### config.mk
export PLATFORM = sky130hd
export DESIGN_NAME = lct_l1a_matcher_flat
export DESIGN_NICKNAME = d
export VERILOG_FILES = /design/src/rtl/lct_l1a_matcher_if.sv /design/src/rtl/lct_l1a_matcher.sv /design/src/flat_wrapper.sv
export SDC_FILE = /design/constraint.sdc
export NUM_CORES = 1
export LEC_CHECK = 0
export ABC_AREA = 1
export ABC_CLOCK_PERIOD_IN_PS = 5500
export BUFFER_PORTS_ARGS = -buffer_cell sky130_fd_sc_hd__buf_2
export CORE_MARGIN = 2
export CORE_UTILIZATION = 43
export CTS_CLUSTER_DIAMETER = 100
export DETAILED_ROUTE_END_ITERATION = 6
export PLACE_DENSITY = 0.66
export SYNTH_ARGS = -nofsm -noshare
export SYNTH_HDL_FRONTEND = slang
export SYNTH_SLANG_ARGS = --single-unit
export TNS_END_PERCENT = 10
### constraint.sdc
create_clock -name clk -period 5.5 [get_ports clk]
set_clock_uncertainty 0.2 [all_clocks]
set_input_delay 0.55 -clock clk [delete_from_list [all_inputs] [get_ports clk]]
set_output_delay 0.55 -clock clk [all_outputs]
set_load 0.01 [all_outputs]
### src/rtl/lct_l1a_matcher_if.sv
// lct_l1a_matcher_if: trigger-side bundle for the LCT/L1A matcher.
//   slave  modport: seen by the matcher (inputs lct, l1a, l1latency, window, cnt_clr;
//                   outputs l1a_match, l1acfeb, lcterr, filling and the three counters)
//   master modport: seen by whatever drives the trigger inputs and consumes the results
`timescale 1ns/1ps
interface lct_l1a_matcher_if;
  logic [5:0]  lct;        // bit0 any-LCT, bits5:1 per-CFEB LCT
  logic        l1a;        // level-1 accept, 1-cycle pulse
  logic [5:0]  l1latency;  // LCT delay setting, quasi-static
  logic [1:0]  window;     // match half-width in bunch crossings
  logic        cnt_clr;    // synchronous clear of all counters
  logic [4:0]  l1a_match;  // per-CFEB match bits, valid with l1acfeb
  logic        l1acfeb;    // delayed L1A pulse
  logic        lcterr;     // L1A found no any-LCT in its window
  logic        filling;    // delay pipeline refilling
  logic [15:0] l1a_cnt;    // saturating L1A count
  logic [15:0] match_cnt;  // saturating matched-L1A count
  logic [15:0] err_cnt;    // saturating LCT-missing count

  modport master (
    output lct, l1a, l1latency, window, cnt_clr,
    input  l1a_match, l1acfeb, lcterr, filling, l1a_cnt, match_cnt, err_cnt
  );

  modport slave (
    input  lct, l1a, l1latency, window, cnt_clr,
    output l1a_match, l1acfeb, lcterr, filling, l1a_cnt, match_cnt, err_cnt
  );
endinterface

### src/rtl/lct_l1a_matcher.sv
// lct_l1a_matcher: delays raw LCT bits by a programmable L1 latency and matches every
// L1A against the delayed LCTs inside a +/-W bunch-crossing window.
// Ports:
//   clk  - 40 MHz CMS clock, single domain
//   rst  - synchronous active-high reset
//   bus  - lct_l1a_matcher_if.slave: trigger inputs, match/pulse/error outputs, counters
// Timing: an L1A sampled in cycle t yields l1acfeb in cycle t+W+2, matched against LCT
// input cycles t-1-L-W .. t-1-L+W, with L = max(l1latency,1) clamped to DEPTH.
`timescale 1ns/1ps
module lct_l1a_matcher #(
  parameter int DEPTH  = 64,
  parameter int MAXWIN = 3,
  parameter bit TMR    = 1'b0
) (
  input  logic             clk,
  input  logic             rst,
  lct_l1a_matcher_if.slave bus
);

  localparam int AW       = $clog2(DEPTH);
  localparam int LW       = (AW >= 6) ? AW + 1 : 7;
  localparam int SRD      = 2 * MAXWIN + 1;
  localparam int FILL_LEN = DEPTH + 2 * MAXWIN + 2;
  localparam int CW       = $clog2(FILL_LEN + 1);

  typedef enum logic {RUN = 1'b0, FILL = 1'b1} state_t;

  function automatic logic [AW-1:0] vote_ptr(input logic [AW-1:0] a, input logic [AW-1:0] b,
                                             input logic [AW-1:0] c);
    return (a & b) | (a & c) | (b & c);
  endfunction

  function automatic logic [CW-1:0] vote_cnt(input logic [CW-1:0] a, input logic [CW-1:0] b,
                                             input logic [CW-1:0] c);
    return (a & b) | (a & c) | (b & c);
  endfunction

  function automatic logic vote_bit(input logic a, input logic b, input logic c);
    return (a & b) | (a & c) | (b & c);
  endfunction

  function automatic logic [15:0] sat_inc(input logic [15:0] cnt, input logic en);
    if (en && (cnt != 16'hFFFF)) return cnt + 16'd1;
    else return cnt;
  endfunction

  logic [5:0]    lct_r;
  logic          l1a_r;
  logic [MAXWIN:1] l1a_pipe_r;
  logic [5:0]    lat_q_r;
  logic [1:0]    win_q_r;
  logic [AW-1:0] wptr_r [3];
  state_t        state_r [3];
  logic [CW-1:0] fcnt_r [3];
  logic          filling_r;
  logic [5:0]    dbuf_r [DEPTH];
  logic [5:0]    sr_r [SRD];
  logic          l1acfeb_r;
  logic [4:0]    match_r;
  logic          err_r;
  logic [15:0]   l1a_cnt_r;
  logic [15:0]   match_cnt_r;
  logic [15:0]   err_cnt_r;

  logic [AW-1:0] wptr_s;
  state_t        state_s;
  logic [CW-1:0] fcnt_s;
  logic [LW-1:0] lat_ext_s;
  logic [AW-1:0] lat_eff_s;
  logic [AW-1:0] rd_ptr_s;
  logic [5:0]    dlct_s;
  logic [1:0]    w_eff_s;
  logic [5:0]    win_or_s;
  logic [MAXWIN:0] l1a_vec_s;
  logic          l1a_sel_s;
  logic          cfg_chg_s;

  // With TMR the three copies are voted; otherwise copy 0 is the only live one.
  assign wptr_s  = TMR ? vote_ptr(wptr_r[0], wptr_r[1], wptr_r[2]) : wptr_r[0];
  assign fcnt_s  = TMR ? vote_cnt(fcnt_r[0], fcnt_r[1], fcnt_r[2]) : fcnt_r[0];
  assign state_s = TMR ? state_t'(vote_bit(state_r[0], state_r[1], state_r[2])) : state_r[0];

  // Effective latency; a delay of exactly DEPTH maps to offset 0, i.e. the slot about to be overwritten.
  always_comb begin
    lat_ext_s = LW'(bus.l1latency);
    if (lat_ext_s == {LW{1'b0}}) begin
      lat_eff_s = AW'(1'b1);
    end else if (lat_ext_s >= LW'(DEPTH)) begin
      lat_eff_s = {AW{1'b0}};
    end else begin
      lat_eff_s = lat_ext_s[AW-1:0];
    end
  end

  assign rd_ptr_s  = wptr_s - lat_eff_s;
  assign dlct_s    = dbuf_r[rd_ptr_s];
  assign w_eff_s   = (bus.window > 2'(MAXWIN)) ? 2'(MAXWIN) : bus.window;
  assign cfg_chg_s = (bus.l1latency != lat_q_r) || (bus.window != win_q_r);

  // l1a_vec_s[k] holds the L1A sampled k+1 cycles ago; picking k=W lines it up with a centred window.
  assign l1a_vec_s = {l1a_pipe_r, l1a_r};
  assign l1a_sel_s = l1a_vec_s[w_eff_s];

  // OR of the delayed LCTs over the 2W+1 newest shift-register taps.
  always_comb begin
    win_or_s = 6'b000000;
    for (int j = 0; j < SRD; j++) begin
      if (j <= 2 * int'(w_eff_s)) begin
        win_or_s = win_or_s | sr_r[j];
      end else begin
        win_or_s = win_or_s;
      end
    end
  end

  // Input registers, L1A alignment pipe and write pointer; reset drops in-flight L1As.
  always_ff @(posedge clk) begin
    if (rst) begin
      lct_r      <= 6'b000000;
      l1a_r      <= 1'b0;
      l1a_pipe_r <= '0;
      for (int i = 0; i < 3; i++) wptr_r[i] <= {AW{1'b0}};
    end else begin
      lct_r         <= bus.lct;
      l1a_r         <= bus.l1a;
      l1a_pipe_r[1] <= l1a_r;
      for (int k = 2; k <= MAXWIN; k++) l1a_pipe_r[k] <= l1a_pipe_r[k-1];
      for (int i = 0; i < 3; i++) wptr_r[i] <= wptr_s + AW'(1'b1);
    end
  end

  // Registered copy of the configuration, loaded during reset so reset exit is not seen as a change.
  always_ff @(posedge clk) begin
    lat_q_r <= bus.l1latency;
    win_q_r <= bus.window;
  end

  // Delay buffer and window shift register; contents are masked by FILL, so no reset.
  always_ff @(posedge clk) begin
    dbuf_r[wptr_s] <= lct_r;
    sr_r[0]        <= dlct_s;
    for (int j = 1; j < SRD; j++) sr_r[j] <= sr_r[j-1];
  end

  // RUN/FILL state machine: any config change (re)starts a full refill count.
  always_ff @(posedge clk) begin
    if (rst) begin
      for (int i = 0; i < 3; i++) begin
        state_r[i] <= FILL;
        fcnt_r[i]  <= {CW{1'b0}};
      end
      filling_r <= 1'b1;
    end else begin
      case (state_s)
        RUN: begin
          for (int i = 0; i < 3; i++) begin
            state_r[i] <= cfg_chg_s ? FILL : RUN;
            fcnt_r[i]  <= {CW{1'b0}};
          end
          filling_r <= cfg_chg_s;
        end
        FILL: begin
          if (cfg_chg_s) begin
            for (int i = 0; i < 3; i++) begin
              state_r[i] <= FILL;
              fcnt_r[i]  <= {CW{1'b0}};
            end
            filling_r <= 1'b1;
          end else if (fcnt_s == CW'(FILL_LEN - 1)) begin
            for (int i = 0; i < 3; i++) begin
              state_r[i] <= RUN;
              fcnt_r[i]  <= {CW{1'b0}};
            end
            filling_r <= 1'b0;
          end else begin
            for (int i = 0; i < 3; i++) begin
              state_r[i] <= FILL;
              fcnt_r[i]  <= fcnt_s + CW'(1'b1);
            end
            filling_r <= 1'b1;
          end
        end
        default: begin
          for (int i = 0; i < 3; i++) begin
            state_r[i] <= FILL;
            fcnt_r[i]  <= {CW{1'b0}};
          end
          filling_r <= 1'b1;
        end
      endcase
    end
  end

  // Result registers: during FILL the pulse still goes out but match/error are suppressed.
  always_ff @(posedge clk) begin
    if (rst) begin
      l1acfeb_r <= 1'b0;
      match_r   <= 5'b00000;
      err_r     <= 1'b0;
    end else begin
      l1acfeb_r <= l1a_sel_s;
      if (l1a_sel_s && (state_s == RUN)) begin
        match_r <= win_or_s[5:1];
        err_r   <= ~win_or_s[0];
      end else begin
        match_r <= 5'b00000;
        err_r   <= 1'b0;
      end
    end
  end

  // Saturating counters driven by the registered results; clear takes priority over increment.
  always_ff @(posedge clk) begin
    if (rst || bus.cnt_clr) begin
      l1a_cnt_r   <= 16'h0000;
      match_cnt_r <= 16'h0000;
      err_cnt_r   <= 16'h0000;
    end else begin
      l1a_cnt_r   <= sat_inc(l1a_cnt_r, l1acfeb_r);
      match_cnt_r <= sat_inc(match_cnt_r, l1acfeb_r && (match_r != 5'b00000));
      err_cnt_r   <= sat_inc(err_cnt_r, err_r);
    end
  end

  assign bus.l1a_match = match_r;
  assign bus.l1acfeb   = l1acfeb_r;
  assign bus.lcterr    = err_r;
  assign bus.filling   = filling_r;
  assign bus.l1a_cnt   = l1a_cnt_r;
  assign bus.match_cnt = match_cnt_r;
  assign bus.err_cnt   = err_cnt_r;

endmodule
### src/flat_wrapper.sv
// flat-port wrapper written by rule: the top's interface ports become plain ports
module lct_l1a_matcher_flat 
#(
  parameter int DEPTH  = 64,
  parameter int MAXWIN = 3,
  parameter bit TMR    = 1'b0
)
  (clk, rst, bus_lct, bus_l1a, bus_l1latency, bus_window, bus_cnt_clr, bus_l1a_match, bus_l1acfeb, bus_lcterr, bus_filling, bus_l1a_cnt, bus_match_cnt, bus_err_cnt);
  lct_l1a_matcher_if bus_i ();
  input  logic clk;
  input  logic rst;
  input wire logic [$bits(bus_i.lct)-1:0] bus_lct;
  input wire logic [$bits(bus_i.l1a)-1:0] bus_l1a;
  input wire logic [$bits(bus_i.l1latency)-1:0] bus_l1latency;
  input wire logic [$bits(bus_i.window)-1:0] bus_window;
  input wire logic [$bits(bus_i.cnt_clr)-1:0] bus_cnt_clr;
  output wire logic [$bits(bus_i.l1a_match)-1:0] bus_l1a_match;
  output wire logic [$bits(bus_i.l1acfeb)-1:0] bus_l1acfeb;
  output wire logic [$bits(bus_i.lcterr)-1:0] bus_lcterr;
  output wire logic [$bits(bus_i.filling)-1:0] bus_filling;
  output wire logic [$bits(bus_i.l1a_cnt)-1:0] bus_l1a_cnt;
  output wire logic [$bits(bus_i.match_cnt)-1:0] bus_match_cnt;
  output wire logic [$bits(bus_i.err_cnt)-1:0] bus_err_cnt;
  assign bus_i.lct = bus_lct;
  assign bus_i.l1a = bus_l1a;
  assign bus_i.l1latency = bus_l1latency;
  assign bus_i.window = bus_window;
  assign bus_i.cnt_clr = bus_cnt_clr;
  assign bus_l1a_match = bus_i.l1a_match;
  assign bus_l1acfeb = bus_i.l1acfeb;
  assign bus_lcterr = bus_i.lcterr;
  assign bus_filling = bus_i.filling;
  assign bus_l1a_cnt = bus_i.l1a_cnt;
  assign bus_match_cnt = bus_i.match_cnt;
  assign bus_err_cnt = bus_i.err_cnt;
  lct_l1a_matcher #(.DEPTH(DEPTH), .MAXWIN(MAXWIN), .TMR(TMR)) u_core (.clk(clk), .rst(rst), .bus(bus_i));
endmodule
==> out/qor.csv, run 1 <==
metric;value;unit
die_h;229;µm
final_cell_mix;nand2_1, edfxtp_1, nand3_1, inv_1, nor2_1;
synth_compound_area_share;2.28;%
p_per_area;371;nW/µm²
tns;0;ns
ys_ff_latch;514;
clockBufferDepth;3;
antenna_found_initial;0;
vias;15600;
relSlewSlack;15.3;%
coreArea;50100;µm²
row_count;82;
tightest_slew;1.26;ns
hold_violations;0;
port_buffers;73;
drv_cap;0;
synthCells;2277;
path_clk_slew;0.06;ns
rsz0062_at_grt;no;
clk_latency;0.59;ns
synth_area_per_cell;9.57;µm²
track_usage;20.3;%
die_area;52500;µm²
async_reset_ff_share;0;%
synth_xor_area_share;1.03;%
grt_remaining_overflow;0;
preCtsSetupSlack;1.26;ns
power;9.10;mW
yosysWarnings;0;
muxShareOfSynthArea;0;%
drive_above_1_share;8.06;%
peakVddDrop;0.197;mV
cp_slowest_stage_delay;0.70;ns
fin_area;24600;µm²
finalCriticalPeriod;4.26;ns
grt_pass1_vias;15300;
synth-simple-area-share;24.1;%
synth_top_area_share;54.0;%
wl_per_cell;17.4;µm
fill_cells;4630;
path_common_cell;nand2_1;
leakage;10.1;nW
ctsRootBufferMaster;clkbuf_16;
synth_top_family_by_area;simple AND/OR/NAND/NOR gates;
synth_edf_count;392;
synthFlopType;edfxtp_1;
netlist_top_cells_area;edfxtp_1, nand2_1, dfxtp_1, nand3_1, inv_1;
cts_setup_buffers;0;
worstPathMaxFanout;45;
multiInputGateArea;6190;µm²
end_kind;register;
crit_chain;dlygate4sd3_1, buf_2, inv_1, nand4_1, o21ai_0, ha_4, fa_4, inv_2, buf_4, nand3_1, nand2_1, nand2_1, nand2_1, nand2_1, nand3_1, nand2_1, nand2_1, nand2_1;
diodes;0;
layout_commonest_cell;nand2_1;
cts_tree;yes;
syn2layout_area_growth;12.6;%
first_pass_iters;6;
wl;53.1;mm
required;5.79;ns
cp.arrival;4.54;ns
drtAntennaViolNets;0;
yosysUniqueCellTypes;37;
die_w;229;µm
cts_max_level;2;
post-route-util;49.0;%
period_share;77.4;%
layout.area.seq;14200;µm²
syn_area;21800;µm²
nNetsFinal;2371;
status;finished clean;
layout_setup_ws;1.24;ns
cp_slowest_cell;inv_2;
fmax;235;MHz
initial_core_util;43.5;%
synth_top_area_cell;edfxtp_1;
drt_iter0_drc;1370;
start_kind;input pin;
dp_hpwl;32.0;mm
synth_fa_ha_area_share;0.666;%
drv_slew;0;
numCtsBuffers;52;
postCtsResizedCells;0;
path_class;in2reg;
clock-sinks;514;
grt_pass1_wl;84.2;mm
cp_top_family;buffers and inverters;
place.gp.congestion;0.910;
grt_max_degree;198;
placed_area;22700;µm²
pin_count;74;
setup_viol;0;
hold_path.class;reg2reg;
hold_buffers;15;
drc;0;
ys_seq_area_share;65.2;%
path_buf_inv;5;
vias_per_cell;5.12;
==> metal layers <==
layer | vias to the layer above | track usage (%) | part of all wire (%)
met4 | 0 | 6.09 | 2.2
met1 | 7437 | 27.2 | 43
met3 | 79 | 3.01 | 7.2
li1 | 7529 | - | -
met5 | - | 0 | 0
met2 | 591 | 34.3 | 48
==> final cells by class <==
type                            count  area share [%]
Inverter                          260            3.98
Clock inverter                     24           0.866
Multi-Input combinational cell   1416            25.2
Sequential cell                   514            58.0
Timing Repair Buffer               98            2.51
Clock buffer                       71            6.04
Tap cell                          672            3.42
==> synth_stat cells (2+ instances only) <==
| cell type | number |
|---|---|
| nand2_1 | 789 |
| edfxtp_1 | 392 |
| nand3_1 | 264 |
| inv_1 | 248 |
| nor2_1 | 166 |
| dfxtp_1 | 122 |
| buf_2 | 61 |
| a21oi_1 | 40 |
| nor3_1 | 32 |
| o21ai_0 | 32 |
| clkbuf_1 | 17 |
| o21ai_1 | 14 |
| xor2_1 | 14 |
| inv_2 | 11 |
| buf_4 | 10 |
| ha_1 | 10 |
| nand4_1 | 8 |
| xnor2_1 | 8 |
| nor3b_1 | 5 |
| buf_1 | 4 |
| nor4_1 | 4 |
| and3_1 | 3 |
| nor3_2 | 3 |
| a211oi_1 | 2 |
| a31oi_1 | 2 |
| buf_6 | 2 |
| nand3b_1 | 2 |
| o31ai_1 | 2 |
| xnor2_2 | 2 |
==> worst register-to-register path, delay by kind of cell, from the launching register on <==
kind / cells / cell delay, ns
adders and majority gates: 2 / 1.00
DFF: 1 / 0.43
buffers and inverters: 3 / 1.29
and+or+nand+nor: 8 / 0.96
==> through the flow <==
| step | cells | hold WS (ns) |
|---|---|---|
| 3_3_place_gp | 2945 | 0.129 |
| 3_5_place_dp | 2945 | 0.132 |
| 6_report | 3055 | 0.131 |
| 4_1_cts | 3055 | 0.137 |
| 5_1_grt | 3055 | 0.150 |
| 2_1_floorplan | 2284 | 0.126 |
==> sequential cells by signal, summed over array words and instances, names as in the netlist, 5 cells and up <==
name	cells
u_core.fcnt_r	7
u_core.lct_r	6
u_core.bus.err_cnt	16
u_core.dbuf_r	384
u_core.bus.l1a_match	5
u_core.lat_q_r	6
u_core.bus.l1a_cnt	16
u_core.bus.match_cnt	16
u_core.wptr_r	6
u_core.sr_r	42
==> report_power, final <==
group          internal [mW]  switching, mW
Combinational          0.325          0.797
Sequential              4.33          0.136
Clock                   2.07           1.45
Total                   6.72           2.38
==> cell families after synthesis <==
| logic type | after synthesis |
|---|---|
| other | 1 |
| AOI/OAI and AO/OA | 95 |
| DFF | 514 |
| xor gates and xnor gates | 24 |
| and+or+nand+nor | 1278 |
| buffers and inverters | 354 |
| adders and majority gates | 11 |
==> path summary, 6_finish.rpt <==
check | slack, ns | from | endpoint | cells past startpoint
setup / recovery | 1.24 | bus_l1latency[2] | u_core.sr_r[0][4] | 18
setup reg to reg | 1.58 | u_core.wptr_r[0][0] | u_core.sr_r[0][5] | 13
hold / removal | 0.13 | u_core.sr_r[5][1] | u_core.sr_r[6][1] | 0
hold reg to reg | 0.13 | u_core.sr_r[5][1] | u_core.sr_r[6][1] | 0
Note: power is estimated with default switching activity, not from simulation.
==> inputs of run 2 (changes only) <==
--- a/config.mk
+++ b/config.mk
@@ -6,13 +6,13 @@
 export NUM_CORES = 1
 export LEC_CHECK = 0
 export ABC_AREA = 1
-export ABC_CLOCK_PERIOD_IN_PS = 5500
+export ABC_CLOCK_PERIOD_IN_PS = 3900
 export BUFFER_PORTS_ARGS = -buffer_cell sky130_fd_sc_hd__buf_2
 export CORE_MARGIN = 2
 export CORE_UTILIZATION = 43
 export CTS_CLUSTER_DIAMETER = 100
 export DETAILED_ROUTE_END_ITERATION = 6
-export PLACE_DENSITY = 0.66
+export PLACE_DENSITY = 0.68
 export SYNTH_ARGS = -nofsm -noshare
 export SYNTH_HDL_FRONTEND = slang
 export SYNTH_SLANG_ARGS = --single-unit
==> constraint.sdc (replaced) <==
create_clock -name clk -period 3.9 [get_ports clk]
set_clock_uncertainty 0.2 [all_clocks]
set_input_delay 0.39 -clock clk [delete_from_list [all_inputs] [get_ports clk]]
set_output_delay 0.39 -clock clk [all_outputs]
set_load 0.01 [all_outputs]
==> run 2 against run 1 <==
Via count grew 0.66%; non-clock buffer count increased by 14; clock power up 41%; critical path depth fell by 4; first-iteration DRC count grew 8.5%; sequential share of layout area fell by 0.50 points; critical endpoint unchanged.
==> out/qor.csv, run 2 (same netlist as run 1, synthesis figures left out) <==
metric;value;unit;change
hold_path.class;reg2reg;;unchanged
period_share;84.5;%;
antenna_found_initial;0;;unchanged
switching_share;26.9;%;was 26.2%
cts_tree;yes;;unchanged
initial_core_util;43.5;%;unchanged
cts_max_level;2;;unchanged
clock-sinks;514;;unchanged
die_w;229;µm;unchanged
die_h;229;µm;unchanged
grt_pass1_wl;83.6;mm;was 84.2 mm
nNetsFinal;2386;;was 2371
worstPathMaxFanout;96;;was 45
die_area;52500;µm²;unchanged
reg.largest.list;u_core.dbuf_r: 384 flops, u_core.sr_r: 42 flops;;unchanged
power_frac_comb;12.4;%;was 12.3%
coreArea;50100;µm²;unchanged
hold_violations;0;;unchanged
pin_count;74;;unchanged
final_cell_mix;nand2_1, edfxtp_1, nand3_1, inv_1, nor2_1;;unchanged
cp.arrival;3.59;ns;was 4.54 ns
tightest_slew;1.31;ns;was 1.26 ns
layout_commonest_cell;nand2_1;;unchanged
drtAntennaViolNets;0;;unchanged
rsz0062_at_grt;no;;unchanged
drt_iter0_drc;1486;;was 1370
power_frac_clock;38.5;%;was 38.6%
tns;0;ns;unchanged
grt_remaining_overflow;0;;unchanged
required;4.19;ns;was 5.79 ns
drc;0;;unchanged
path_clk_slew;0.06;ns;about the same
status;finished clean;;unchanged
start_kind;input pin;;unchanged
first_pass_iters;7;;was 6
drv_slew;0;;unchanged
place.gp.congestion;0.887;;was 0.910
vias;15700;;was 15600
ctsRootBufferMaster;clkbuf_16;;unchanged
drv_cap;0;;unchanged
path_class;in2reg;;unchanged
power_frac_seq;49.0;%;about the same
clockBufferDepth;3;;unchanged
track_usage;20.1;%;was 20.3%
relSlewSlack;12.2;%;was 15.3%
clk_latency;0.62;ns;was 0.59 ns
diodes;0;;unchanged
drive_above_1_share;8.46;%;was 8.06%
leakage;10.2;nW;was 10.1 nW
grt_pass1_vias;15300;;about the same
setup_viol;0;;unchanged
finalCriticalPeriod;3.29;ns;
peakVddDrop;0.356;mV;was 0.197 mV
fmax;304;MHz;
top_register;u_core.dbuf_r;;unchanged
placed_area;22800;µm²;was 22700 µm²
intPower;9.41;mW;was 6.72 mW
end_kind;register;;unchanged
port_buffers;73;;unchanged
vias_per_cell;5.12;;about the same
largest_reg_flops;384;;unchanged
dp_hpwl;32.2;mm;was 32.0 mm
wl;53.0;mm;was 53.1 mm
numCtsBuffers;53;;was 52
syn2layout_area_growth;13.6;%;was 12.6%
p_per_area;520;nW/µm²;was 371 nW/µm²
power_switching;3.46;mW;was 2.38 mW
postCtsResizedCells;0;;unchanged
row_count;82;;unchanged
wl_per_cell;17.3;µm;was 17.4 µm
grt_max_degree;102;;was 198
fin_area;24800;µm²;was 24600 µm²
==> run 2: path summary, 6_finish.rpt <==
check,start,end,slack [ns],depth (start not counted)
hold reg to reg,u_core.sr_r[5][5],u_core.sr_r[6][5],0.15,0
setup reg to reg,u_core.wptr_r[0][0],u_core.sr_r[0][4],0.76,11
hold / removal,u_core.sr_r[5][5],u_core.sr_r[6][5],0.15,0
setup / recovery,bus_l1latency[0],u_core.sr_r[0][4],0.61,14
==> run 2: worst max-delay path, stage by stage <==
cell,delay (ns)
dlygate4sd3_1,0.58
buf_2,0.15
inv_1,0.10
o21ai_0,0.15
ha_4,0.20
fa_4,0.78
buf_12,0.39
nand3_1,0.24
nand3_1,0.16
nand3_1,0.10
nand3_1,0.14
nand2_1,0.07
nand2_1,0.07
nand2_1,0.06
==> run 2: power groups by stage <==
| stage | sequential (mW) | clock, mW | combinational [mW] |
|---|---|---|---|
| finish | 6.31 | 4.96 | 1.60 |
| CTS | 6.31 | 5.04 | 1.58 |
| detailed placement | 6.43 | 0 | 1.55 |
| global placement | 6.42 | 0 | 1.55 |
| global route | 6.34 | 5.25 | 1.78 |
| floorplan | 6.31 | 0 | 1.13 |
==> run 2: per-stage QoR <==
stage          setup slack, ns  hold slack [ns]  power (mW)  cells  util [%]
5_1_grt                  0.457            0.156        13.4   3072      49.5
2_1_floorplan             1.29            0.126        7.44   2284         -
3_5_place_dp             0.585            0.134        7.98   2950      45.5
3_3_place_gp             0.616            0.132        7.97   2950      45.5
4_1_cts                  0.639            0.148        12.9   3072      49.5
6_report                 0.605            0.147        12.9   3072      49.5
==> run 2: final cells by class <==
cell class	count	area, µm²
well taps	672	841
flip-flops and latches	514	14200
clock inverters	21	169
inverters	260	978
fillers	4519	25300
clock buffers	77	1570
multi-input cells	1416	6190
repair buffers	112	793
==> run 2: layer usage <==
metal	GRT usage [%]	part of all wire, %
met1	26.2	42
met2	33.2	47
met3	3.69	7.5
met4	8.12	3.5
met5	0	0
==> run 2: what timing repair did <==
item                                   CTS  global route
hold buffers                            24             0
endpoints found under the hold margin   31             0
buffers inserted                         0             0
